### src/rtl/sequence_counter.sv
// Timing-state generator: 4-bit sequence count SC decoded into one-hot timing vector T.
// Define SC_BIN_OUT_EN to add the binary count output CNT.
module sequence_counter #(
    parameter  int STATES = 16,
    localparam int CW     = $clog2(STATES)
) (
    input  logic              clk,
    input  logic              rst,
    input  logic              CLR,
    input  logic              INR,
    input  logic              S,
`ifdef SC_BIN_OUT_EN
    output logic [CW-1:0]     CNT,
`endif
    output logic [STATES-1:0] T
);

    localparam logic [STATES-1:0] T_ONE = STATES'(1);
    localparam logic [CW-1:0]     SC_ONE = CW'(1);

    // Power-up value keeps simulation at T[0] even if rst is never pulsed.
    logic [CW-1:0] r_sc = '0;

    // STATES is a power of two, so the natural CW-bit rollover is the modulo wrap.
    always_ff @(posedge clk) begin
        if (rst) begin
            r_sc <= '0;
        end else if (S) begin
            if (CLR) begin
                r_sc <= '0;
            end else if (INR) begin
                r_sc <= r_sc + SC_ONE;
            end
        end
    end

    // Decode from the register only: no path from CLR/INR/S back to T.
    assign T = T_ONE << r_sc;

`ifdef SC_BIN_OUT_EN
    assign CNT = r_sc;
`endif

endmodule

### config.mk
export PLATFORM = sky130hd
export DESIGN_NAME = sequence_counter
export DESIGN_NICKNAME = d
export VERILOG_FILES = /design/src/rtl/sequence_counter.sv
export SDC_FILE = /design/constraint.sdc
export NUM_CORES = 1
export LEC_CHECK = 0
export CORE_AREA = 2 2 39 41
export CTS_CLUSTER_DIAMETER = 120
export DETAILED_ROUTE_END_ITERATION = 10
export DIE_AREA = 0 0 41 43
export PLACE_DENSITY = 0.75
export SLEW_MARGIN = 20
export SYNTH_ARGS = -nofsm -noshare
export SYNTH_HDL_FRONTEND = slang
export SYNTH_SLANG_ARGS = --single-unit
### constraint.sdc
create_clock -name clk -period 1.01 [get_ports clk]
set_input_delay 0.101 -clock clk [delete_from_list [all_inputs] [get_ports clk]]
set_output_delay 0.101 -clock clk [all_outputs]
set_load 0.1 [all_outputs]
Word-level counts from Yosys, hierarchy flattened
Index checks and enable logic that the tools add are counted.
- RAM bits: 0
- bits in latches: 0
- ROM bits: 0
- bits in registers: 4
- memories kept: 0
- output and inout port bits: 16
- input port bits: 5
- mux-type cells: 2
- div/mod/pow operators: 0
- order comparisons: 0
- bitwise operators: 0
- reductions and logical operators: 2
- add/sub/neg operators: 1
- equal/unequal tests: 0
- shifts and indexed selects: 1
- multipliers: 0
- operator list (operator ; number):
    $shl 1x4->16 const A ; 1
    $mux 4 ; 2
    $add 4x1->4 const B ; 1
    $reduce_and 2->1 ; 1
    $reduce_bool 2->1 ; 1

Logic depth before layout (Yosys ltp)
Gate-level depths: netlist of run 1.
- depth after elaboration: 3
- gate-level depth with buffers: 4
- depth with buffers taken out: 4

Least setup slack after synthesis of run 1
No wires, ideal clock.
- path type: register to output
- start: reg r_sc[0]
- end: out T[7]
- cell stages (with the launch flop): 4
- arrival: 2.066 ns
- data required time: 0.909 ns
- path buffers: 0
- setup slack: -1.157 ns
- cell sequence: dfxtp_1 > ha_1 > ha_1 > nor2b_1
- cells in the longest elaborated chain, start to end: 1
- ends and longest elaborated chain (what ; RTL line ; RTL):
    from (decl) ; 22 ; logic [CW-1:0] r_sc = '0;
    from (signal assigned) ; 32 ; r_sc <= r_sc + SC_ONE;
    $shl 1x4->16 ; 38 ; assign T = T_ONE << r_sc;
    to (decl) ; 15 ; output logic [STATES-1:0] T
No other way between the ends.

Worst setup path in the final report of run 1
- start: reg r_sc[1]
- end: out T[3]
The elaborated chain is that of the path after synthesis.

==> results.txt, run 1 <==
For the final database, setup skew stands at 4.70 ps. The routed design has 1.26 mm of wire. The worst setup path is launched from a register. Summed over its instances, the top area cell type makes up 20.8% of the synthesized netlist area. The run finished, with violations left. Before antenna repair, the detailed router went through 3 iterations. The total half-perimeter wirelength after legalization and detailed placement is 896 µm, and the final core utilization is 78.4%.

The final weighted congestion in routability-driven placement was 0.752; the detailed-route vias per instance was 4.94. Combinational cells account for 24.5% of the total power. Setup repair after global routing could not meet its margin everywhere. The run gives 0 as the number of DRC violations after detailed routing. The largest registers in the layout are r_sc (4). The final-report max-slew violation count is 0.

Level count of the clock H-tree: 1. The tools report the effective utilization at floorplan as 27.8%. In this run the tightest slew margin relative to its limit is 81.2%.

After synthesis, the mean cell area works out to 7.84 µm². The tools report the number of global-route vias before repair as 474. Summed over all cells, the static leakage comes to 0.422 nW. At the worst endpoint, the required time is 910 ps. The tree built by TritonCTS fans out to 4 sinks. Ranked by total cell area, the synthesized netlist is headed by sky130_fd_sc_hd__dfxtp_1 (21%), sky130_fd_sc_hd__ha_1 (20%), sky130_fd_sc_hd__and2_1 (18%). The first global-routing pass estimated 2.13 mm of wire. Once placement finished, the instance area stood at 943 µm².

The total of hold buffers inserted after clock tree synthesis is 0, and the number of synthesized register bits is 4. The maximum number of buffers from clock root to sink was 2; the placeable core region was 0.00138 mm². The cell count after placement came out at 91.

The clock transition at the registers of the reported paths is 40 ps. The number of hold violations in the final report was 0; the number of antenna violations at the first check in global routing was 0. Number of max-capacitance violations reported: 0. The number of flops mapped to enable cells by yosys was 0; the post-detailed-route count of antenna-violating nets was 0. The internal portion of the total power is 0.367 mW.

Of all nets on the critical path, the largest fanout is 3. The synthesized-area fraction occupied by and/or/nand/nor cells is 43.6%, and the number of distinct library cell variants in the gate-level netlist after synthesis is 19. Area growth from synthesis to final layout: 182%. The mapped netlist covers 384 µm². The die is 41 µm wide. The main flop type after synthesis is sky130_fd_sc_hd__dfxtp_1. The number of warnings printed during yosys synthesis was 0. Master cell of the clock root buffer: sky130_fd_sc_hd__clkbuf_4. In this run the power density over the cells is 480 mW/mm². Of the total power, the clock network draws 44.9%. Final critical-path setup slack: -348 ps. Fraction of layout cells with a size suffix above 1: 74.7%. The highest clock frequency the design can meet came out at 736 MHz. The floorplan step set the die height to 43 µm.

The area of the die came out at 0.00176 mm². Summed over all instances, the cell type with the most area after synthesis is sky130_fd_sc_hd__dfxtp_1. TritonCTS built the clock tree. The synthesized netlist devotes 11.1% of its cell area to compound gates. The run gives 468 ps as the tightest hold margin. When the netlist entered floorplanning its net count stood at 60. The run gives 0.153 mW as the net switching component of the power. r_sc holds more flip-flops than any other register. Leaving out fill and tap cells, the most frequent cell in the layout is sky130_fd_sc_hd__buf_12. The share of synthesized flip-flops with an asynchronous set or reset is 0%, and the filler cell count in the final layout is 87.

The run gives 20.8% as the sequential element share of the synthesized area. The final layout contains 95 nets. The tightest min-delay check is of the input port to register type.

In this run the core area contains 14 standard-cell rows. The average wire per standard cell was 12.7 µm; the switching part of the total power was 29.4%. The run gives 250 ps as the clock network latency to the later pin of the worst-skew pair. The post-route minimum period was 1360 ps; the total routing resource utilization after global routing was 18.5%. For the initial DRC count, the log shows 6.

Multiplexer share of the synthesized area: 0%. Summing the areas of all fa, ha and maj instances in the mapped netlist gives 19.5% of the synthesized area. Leaving out fill and tap cells, the most frequent cells in the layout are sky130_fd_sc_hd__buf_12 (19), sky130_fd_sc_hd__and2_4 (11), sky130_fd_sc_hd__ha_4 (6), sky130_fd_sc_hd__buf_4 (5), sky130_fd_sc_hd__clkdlybuf4s50_1 (4). For the largest net degree at the start of global routing, the log shows 10. The synthesized-area fraction occupied by xor and xnor cells was 0%. The final reports fail on negative setup slack.

Power comes to 0.520 mW. The flip-flop count of the largest register, all copies and words added works out to 4. The count of buffers added on input and output ports is 20. Setup violations remaining at the end of the flow were counted as 18. Of the total power, registers draw 30.6%. After layout, the worst path uses 134% of the clock period. For the pin with the worst max-slew slack, the measured transition is 281 ps. After synthesis, the largest family of logic cells by area is simple AND/OR/NAND/NOR gates. The final instance area was 0.00108 mm². Pin placement for this block handled 21 I/O pins. Once layout is complete, the cells apart from fillers number 99. Data arrives at the worst endpoint at 1260 ps. Number of antenna diodes: 0.

IR analysis of the VDD net gives a maximum drop of 556 µV. The number of CTS-inserted buffers is 3. The worst setup path is of the register to primary output kind. The number of instances in the synthesized netlist is 49. The routed layout has 489 vias. The tools report the final global-route overflow total as 0.

The tools report the sort of element at the end of the critical path as a primary output.
timing repair:
| action | 4_1_cts | 5_1_grt |
|---|---|---|
| endpoints found under the setup margin | 20 | 19 |
| resized for setup | 9 | 4 |
| setup buffers | 3 | 1 |
| hold endpoints to repair | 0 | 0 |
| pin swaps | 3 | 9 |
cells in the mapped netlist (2+ instances only):
cell	number
sky130_fd_sc_hd__a21oi_1	3
sky130_fd_sc_hd__nor2b_1	2
sky130_fd_sc_hd__o21ai_0	2
sky130_fd_sc_hd__and2_1	11
sky130_fd_sc_hd__and3_2	3
sky130_fd_sc_hd__nand2_1	2
sky130_fd_sc_hd__ha_1	6
sky130_fd_sc_hd__dfxtp_1	4
sky130_fd_sc_hd__inv_1	4
sky130_fd_sc_hd__nor2_1	3
routing by layer:
metal	wire, µm	part of all wire (%)	GRT usage (%)
met1	402	32	17.0
met2	770	61	33.4
met3	56	4.5	3.14
met4	29	2.3	12.0
met5	0	0	0
critical path: stages, from the launching register on:
cell,delay (ps)
sky130_fd_sc_hd__dfxtp_4,390
sky130_fd_sc_hd__ha_4,170
sky130_fd_sc_hd__ha_4,120
sky130_fd_sc_hd__nor2b_4,150
sky130_fd_sc_hd__buf_12,180
path summary, 6_finish.rpt:
check	slack [ps]	startpoint	endpoint	cells past startpoint
setup / recovery	-350	r_sc[1]	T[3]	4
hold reg to reg	550	r_sc[3]	r_sc[3]	2
hold / removal	470	rst	r_sc[2]	2
setup reg to reg	-260	r_sc[1]	r_sc[3]	5
area by class of cell:
class,count,area (µm²),share of cell area [%]
clock buffers,4,26.3,2.42
inverters,4,20.0,1.85
multi-input cells,40,435,40.1
flip-flops and latches,4,91.3,8.42
well taps,16,20.0,1.85
repair buffers,31,492,45.3
power by group through the flow:
| stage | clock [mW] | sequential, mW | combinational [mW] |
|---|---|---|---|
| after detailed placement | 0 | 0.162 | 0.105 |
| after CTS | 0.236 | 0.159 | 0.119 |
| after global placement | 0 | 0.161 | 0.102 |
| after global routing | 0.256 | 0.159 | 0.135 |
| final | 0.234 | 0.159 | 0.128 |
| after floorplan | 0 | 0.160 | 0.0537 |
cells by family (layout without fill, tap and decap cells):
group / after synthesis / count (layout)
buf+inv: 5 / 39
flops: 4 / 4
compound gates: 7 / 7
simple gates: 27 / 27
fa+ha+maj: 6 / 6
through the flow:
| step | setup TNS [ps] | setup WS, ps |
|---|---|---|
| final | -5340 | -348 |
| after global routing | -6130 | -400 |
| after CTS | -5370 | -352 |
| after detailed placement | -2420 | -337 |
| after global placement | -2050 | -288 |
| after floorplan | -1120 | -244 |
(Power assumes the default switching activity.)
==> inputs of run 2 (changes only) <==
- PLACE_DENSITY: 0.75 -> 0.73
- clock period: 1.01 -> 1.59 ns (I/O delays scaled with it)
==> run 2 against run 1 <==
Compared with the run above: the run now ends clean; total power is 44% lower; non-clock buffer count down 11; worst hold slack gained 31 ps; final cell count decreased by 12%; utilization fell by 20 points; final area down 26%; combinational power down 54%; die area is the same; clock power down 44%; critical path type unchanged; largest cell class unchanged; largest power group unchanged.
==> results.txt, run 2 (same netlist as run 1, synthesis figures left out) <==
The run finished with clean final reports. The logs give 0 (unchanged) for the final-report max-slew violation count and 0 (-3) for the number of buffers added for setup after CTS. The total half-perimeter wirelength after legalization and detailed placement is 832 µm (-7.1%), and the data arrival time of the critical path is 1360 ps (+100 ps). The most common cell after layout, fill and taps aside is sky130_fd_sc_hd__buf_12. The boundary pin count was 21 (unchanged); the flip-flop count of the largest register, all copies and words added was 4 (unchanged). The number of buffers added on ports works out to 20 (unchanged).

After layout, the worst path uses 95.5% of the clock period. The run gives 2 (unchanged) as the maximum number of buffers from clock root to sink. The library cells used most frequently in the layout, excluding fill and tap cells, are sky130_fd_sc_hd__buf_12 (16), sky130_fd_sc_hd__and2_1 (9), sky130_fd_sc_hd__ha_1 (6).

The placed standard-cell area is 778 µm² (-18%), and the worst endpoint required time is 1430 ps (+520 ps). The area of the die is 0.00176 mm² (unchanged), and the number of max-capacitance violations reported is 0 (unchanged). The detailed-route vias per instance works out to 4.68 (-5.3%).

Counting flops per register, the top entry is r_sc. Setup TNS after final layout: 0 ps (+5340 ps). The clock network latency to the later pin of the worst-skew pair is 240 ps (about the same). The post-detailed-route count of antenna-violating nets is 0 (unchanged).

The tools report the level count of the clock H-tree as 1 (unchanged). The final global-route overflow total came out at 0 (unchanged). The average wire per standard cell was 11.1 µm (-12%); the y dimension of the die was 43 µm (unchanged).

The worst min-delay path category is register to register. Relative to the synthesized area, the layout overhead comes to 110%. Setup repair after global routing left no endpoint under its margin. The number of DRC violations after detailed routing came out at 0 (unchanged). The launch point of the worst hold path was r_sc[0]. The number of antenna violations at the first check in global routing is 0 (unchanged). The cell count after placement was 84 (-7.7%). The total number of nets in the final design is 84 (-12%). The final standard cell count with taps included and fillers excluded was 87 (-12%).

The power density of the placed cells came out at 363 mW/mm² (-24%). The clock skew after layout is 3.46 ps (-1.24 ps). The tools report the count of endpoints failing setup in the final report as 0 (-18).

The minimum setup slack among reg-to-reg paths was 430 ps (+690 ps). Worst-margin pin slew: 321 ps (+40.6 ps). The top fanout value on the critical path was 6 (+3).

The logs give 806 µm² (-26%) for the final instance area and 14.0% (-4.5 points) for the total routing resource utilization after global routing. The fraction of layout cells with a size suffix above 1 works out to 43.7% (-31 points). The highest clock frequency the design can meet is 658 MHz. Clock transition at the registers of the reported paths: 40 ps (about the same).

Subtracting the final worst setup slack from the clock period gives 1520 ps. The critical path start-end classification was register to primary output. The number of global-route vias before repair came out at 392 (-17%).

The tools report the critical path startpoint category as a register. Master cell of the clock root buffer: sky130_fd_sc_hd__clkbuf_4. For the sum of internal, switching and leakage power, the log shows 0.293 mW (-44%). The tools report the launch instance of the worst register-to-register path as r_sc[3]. Placeable core region: 0.00138 mm² (unchanged). For the maximum ir drop on the vdd rail, the log shows 366 µV (-34%). The number of hold violations in the final report is 0 (unchanged), and the final weighted congestion in routability-driven placement is 0.694 (-7.6%).

TritonCTS built the clock tree. The first-pass iteration count of the detailed router is 3 (unchanged), and the floorplan row count is 14 (unchanged). The logs give 0 (unchanged) for the number of antenna diodes and 13 (+3) for the largest net degree at the start of global routing. The total detailed-routing wirelength is 969 µm (-23%).

The logs give 3 (unchanged) for the number of CTS-inserted buffers and 0.337 nW (-20%) for the static leakage power. The tools report the clock sink total as 4 (unchanged). The tools report the effective utilization at floorplan as 27.8% (unchanged).

The routed via count is 407 (-17%). The initial DRC count was 6 (unchanged); the normalized max-slew margin was 78.4% (-2.8 points). Chip width: 41 µm (unchanged). The source of the critical timing path was r_sc[0].

The run gives 1.64 mm (-23%) as the first-pass GRT wire length. The largest registers in the layout are r_sc (4). STA classifies the critical path endpoint as a primary output.
[run 2: power by group]
part           switching, mW  internal (mW)
Combinational         0.0340         0.0249
Sequential           0.00192          0.102
Clock                 0.0449         0.0846
[run 2: path summary, 6_finish.rpt]
| check | depth (start not counted) | end |
|---|---|---|
| setup / recovery | 4 | T[11] |
| hold / removal | 2 | r_sc[0] |
| setup reg to reg | 2 | r_sc[3] |
| hold reg to reg | 2 | r_sc[0] |
[run 2: routing by layer]
layer	up-vias	global-route usage (%)	routed length, µm
met5	-	0	0
met3	2	6.28	59
met4	0	6.00	10
met2	15	22.2	505
met1	181	15.1	393
li1	209	-	-
[run 2: repair_timing]
| action | 4_1_cts | 5_1_grt |
|---|---|---|
| hold buffers | 0 | 0 |
| setup endpoints to repair | 3 | 5 |
| gates resized for setup | 3 | 1 |
| hold endpoints to repair | 0 | 0 |
[run 2: worst max-delay path, cell delays in order (launching register included)]
cell	delay [ps]
sky130_fd_sc_hd__dfxtp_2	340
sky130_fd_sc_hd__ha_1	220
sky130_fd_sc_hd__ha_1	200
sky130_fd_sc_hd__and2_2	210
sky130_fd_sc_hd__buf_12	160
[run 2: metrics by stage]
stage	worst slack [ps]	hold WS, ps	utilization, %
floorplan	5.25	228	-
global placement	227	518	56.2
detailed placement	128	532	56.2
CTS	47.0	501	58.1
global route	15.3	511	58.2
finish	70.8	498	58.2
[run 2: cell type report]
class	instances	area, µm²
flip-flops and latches	4	85.1
well taps	16	20.0
clock buffers	3	22.5
repair buffers	20	360
multi-input cells	40	303
fillers	120	578
inverters	4	15.0
==> inputs of run 3 (changes only) <==
- CTS_CLUSTER_DIAMETER: 120 -> 60
- DONT_BUFFER_PORTS: not set -> 1
- PLACE_DENSITY: 0.73 -> 0.54
- clock period: 1.59 -> 1.28 ns (I/O delays scaled with it)
==> run 3 against run 2 <==
Compared with the run above: highest routed layer is now met3; final area is 11% higher; sequential share of layout area is 0.18 points lower; clock power is 16% higher; the flow now finishes with violations (negative setup slack).
==> results.txt, run 3 (same netlist as run 1, synthesis figures left out) <==
For the highest clock frequency the design can meet, the log shows 736 MHz. TritonCTS built the clock tree. The tools report the number of antenna violations at the first check in global routing as 0 (unchanged).

The critical path goes through inv_2 -> ha_2 -> and3_4 -> buf_12. The worst-case setup slack after placement is 19.3 ps (-109 ps), and the final-report max-slew violation count is 0 (unchanged). The largest net degree at the start of global routing was 10 (-3).

Counting I/O delays and the setup requirement, the final critical path takes 1360 ps. The tools report the end of the critical path as T[13]. End of the worst register-to-register path: r_sc[3].

The tools report the floorplan row count as 14 (unchanged). The y dimension of the die is 43 µm (unchanged). The logs give 0 (unchanged) for the number of antenna diodes and 3 (unchanged) for the number of CTS-inserted buffers.

The run gives 0.345 nW (+2.6%) as the static leakage power. The tools report the total half-perimeter wirelength after legalization and detailed placement as 723 µm (-13%). The tools report the data arrival time of the critical path as 1230 ps (-130 ps). Library cell contributing the largest single delay on the critical path: sky130_fd_sc_hd__dfxtp_4.

The run gives 397 µV (+8.4%) as the maximum ir drop on the vdd rail. The power density of the placed cells is 382 mW/mm² (+5.0%). Tracing the worst setup path back leads to its startpoint at r_sc[1].

The clock transition at the registers of the reported paths was 30 ps (about the same). The effective utilization at floorplan came out at 27.8% (unchanged). Critical path start-end classification: register to primary output. The worst min-delay path category was input port to register.

The run gives 0 (unchanged) as the final global-route overflow total. The boundary pin count is 21 (unchanged). The number of cell instances on the worst register-to-register path was 4 (+2); the number of buffers added on ports was 0 (-100%). The placeable core region was 0.00138 mm² (unchanged); the average wire per standard cell was 10.3 µm (-7.2%).

The tools report the number of global-route vias before repair as 413 (+5.4%). Detailed-route vias per instance: 4.67 (-0.16%). The flow ran to the end, but the final reports show violations. The post-detailed-route count of antenna-violating nets came out at 0 (unchanged). The run gives 16 (+16) as the count of endpoints failing setup in the final report.

The tools report the launch instance of the worst register-to-register path as r_sc[2]. The number of gates on the worst path with buffers counted came out at 4 (unchanged). In this run the most critical hold path is launched from INR.

The tools report the number of hold violations in the final report as 0 (unchanged). The tools report the clock skew after layout as 1.12 ps (-2.34 ps). The worst endpoint required time is 1150 ps (-280 ps).

Flip-flop count of the largest register, all copies and words added: 4 (unchanged). The clock sink total is 4 (unchanged). The sort of element at the end of the critical path was a primary output.

STA classifies the critical path startpoint as a register. The chip width is 41 µm (unchanged). For the total routing resource utilization after global routing, the log shows 13.7% (-0.21 points). Leaving out fill and tap cells, the most frequent cells in the layout are sky130_fd_sc_hd__buf_12 (16), sky130_fd_sc_hd__and2_4 (6), sky130_fd_sc_hd__and2_2 (5). Setup repair after global routing could not meet its margin everywhere. Compared with the post-synthesis result, the final layout area differs by 132%. The first-pass iteration count of the detailed router was 3 (unchanged); the worst-margin pin slew was 340 ps (+18.9 ps).

The checks that failed: negative setup slack. The normalized max-slew margin is 77.1% (-1.3 points), and the final core utilization is 64.5% (+6.2 points). Master cell of the clock root buffer: sky130_fd_sc_hd__clkbuf_4. The run gives 0.733 (+5.6%) as the final weighted congestion in routability-driven placement. The cell type group with the largest total delay on the critical path was flip-flops. The level count of the clock H-tree is 1 (unchanged). The initial DRC count is 6 (unchanged), and the total number of nets in the final design is 85 (+1.2%). The number of max-capacitance violations reported came out at 0 (unchanged).

The most common cell after layout, fill and taps aside was sky130_fd_sc_hd__buf_12. The area of the die is 0.00176 mm² (unchanged), and the routed via count is 411 (+0.98%). The share of the clock period used by the worst path is 106%, and the minimum setup slack among reg-to-reg paths is 70 ps (-360 ps). The top fanout value on the critical path works out to 6 (unchanged). The final critical-path setup slack was -78.8 ps (-150 ps); the largest incremental delay on the critical path was 360 ps (+20 ps).

The tools report the first-pass GRT wire length as 1.63 mm (-0.43%). The tools report the maximum number of buffers from clock root to sink as 2 (unchanged). The count of buffering cells on the critical path with inverters included works out to 2 (+1). The clock network latency to the later pin of the worst-skew pair was 230 ps (about the same); the number of DRC violations after detailed routing was 0 (unchanged).

Fraction of layout cells with a size suffix above 1: 75.0% (+31 points). The total detailed-routing wirelength came out at 910 µm (-6.1%). In the final layout, the registers with the most flip-flops are r_sc (4).

The register with the most flip-flops in the final layout is r_sc.
## run 3: cell types whose count changed in the layout (fill, tap and decap cells not counted), sizes merged
cell,previous run,this run
buf,16,20
dlygate4sd3,0,1
clkdlybuf4s50,4,0
## run 3: power by group
part,switching [mW],leakage (nW),internal (mW)
logic,0.0382,0.296,0.0265
registers,0.00312,0.0352,0.122
clock network,0.0463,0.0138,0.105
## run 3: area by class of cell
class / count / area, µm²
inverters: 4 / 15.0
multi-input cells: 40 / 384
well taps: 16 / 20.0
repair buffers: 21 / 358
flip-flops and latches: 4 / 92.6
clock buffers: 3 / 22.5
fillers: 103 / 492
## run 3: per-stage QoR
step,setup TNS (ps),instances,power [mW],instance area (µm²),hold WS [ps]
after global placement,0,81,0.188,785,192
final,-880,88,0.341,892,62.2
after floorplan,-290,49,0.170,440,190
after CTS,-1060,88,0.350,886,55.2
after detailed placement,0,81,0.189,785,193
after global routing,-1880,88,0.377,892,64.0
## run 3: timing repair
item / CTS / global route
pin swaps: 5 / 1
setup buffers: 3 / 0
endpoints found under the hold margin: 4 / 0
cloned: 0 / 0
hold buffers: 1 / 0
resized for setup: 22 / 2
setup endpoints to repair: 16 / 17
## run 3: per-layer routing
metal	wire (µm)	global-route usage [%]	vias up
met4	0	10.0	0
met2	490	21.6	17
met1	359	14.1	180
li1	-	-	214
met5	0	0	-
met3	60	4.71	0
## run 3: how the worst min path moves through the flow
stage,endpoint,cells past startpoint
floorplan,r_sc[0],1
global placement,r_sc[0],1
detailed placement,r_sc[1],1
CTS,r_sc[1],2
global route,r_sc[1],2
finish,r_sc[1],2
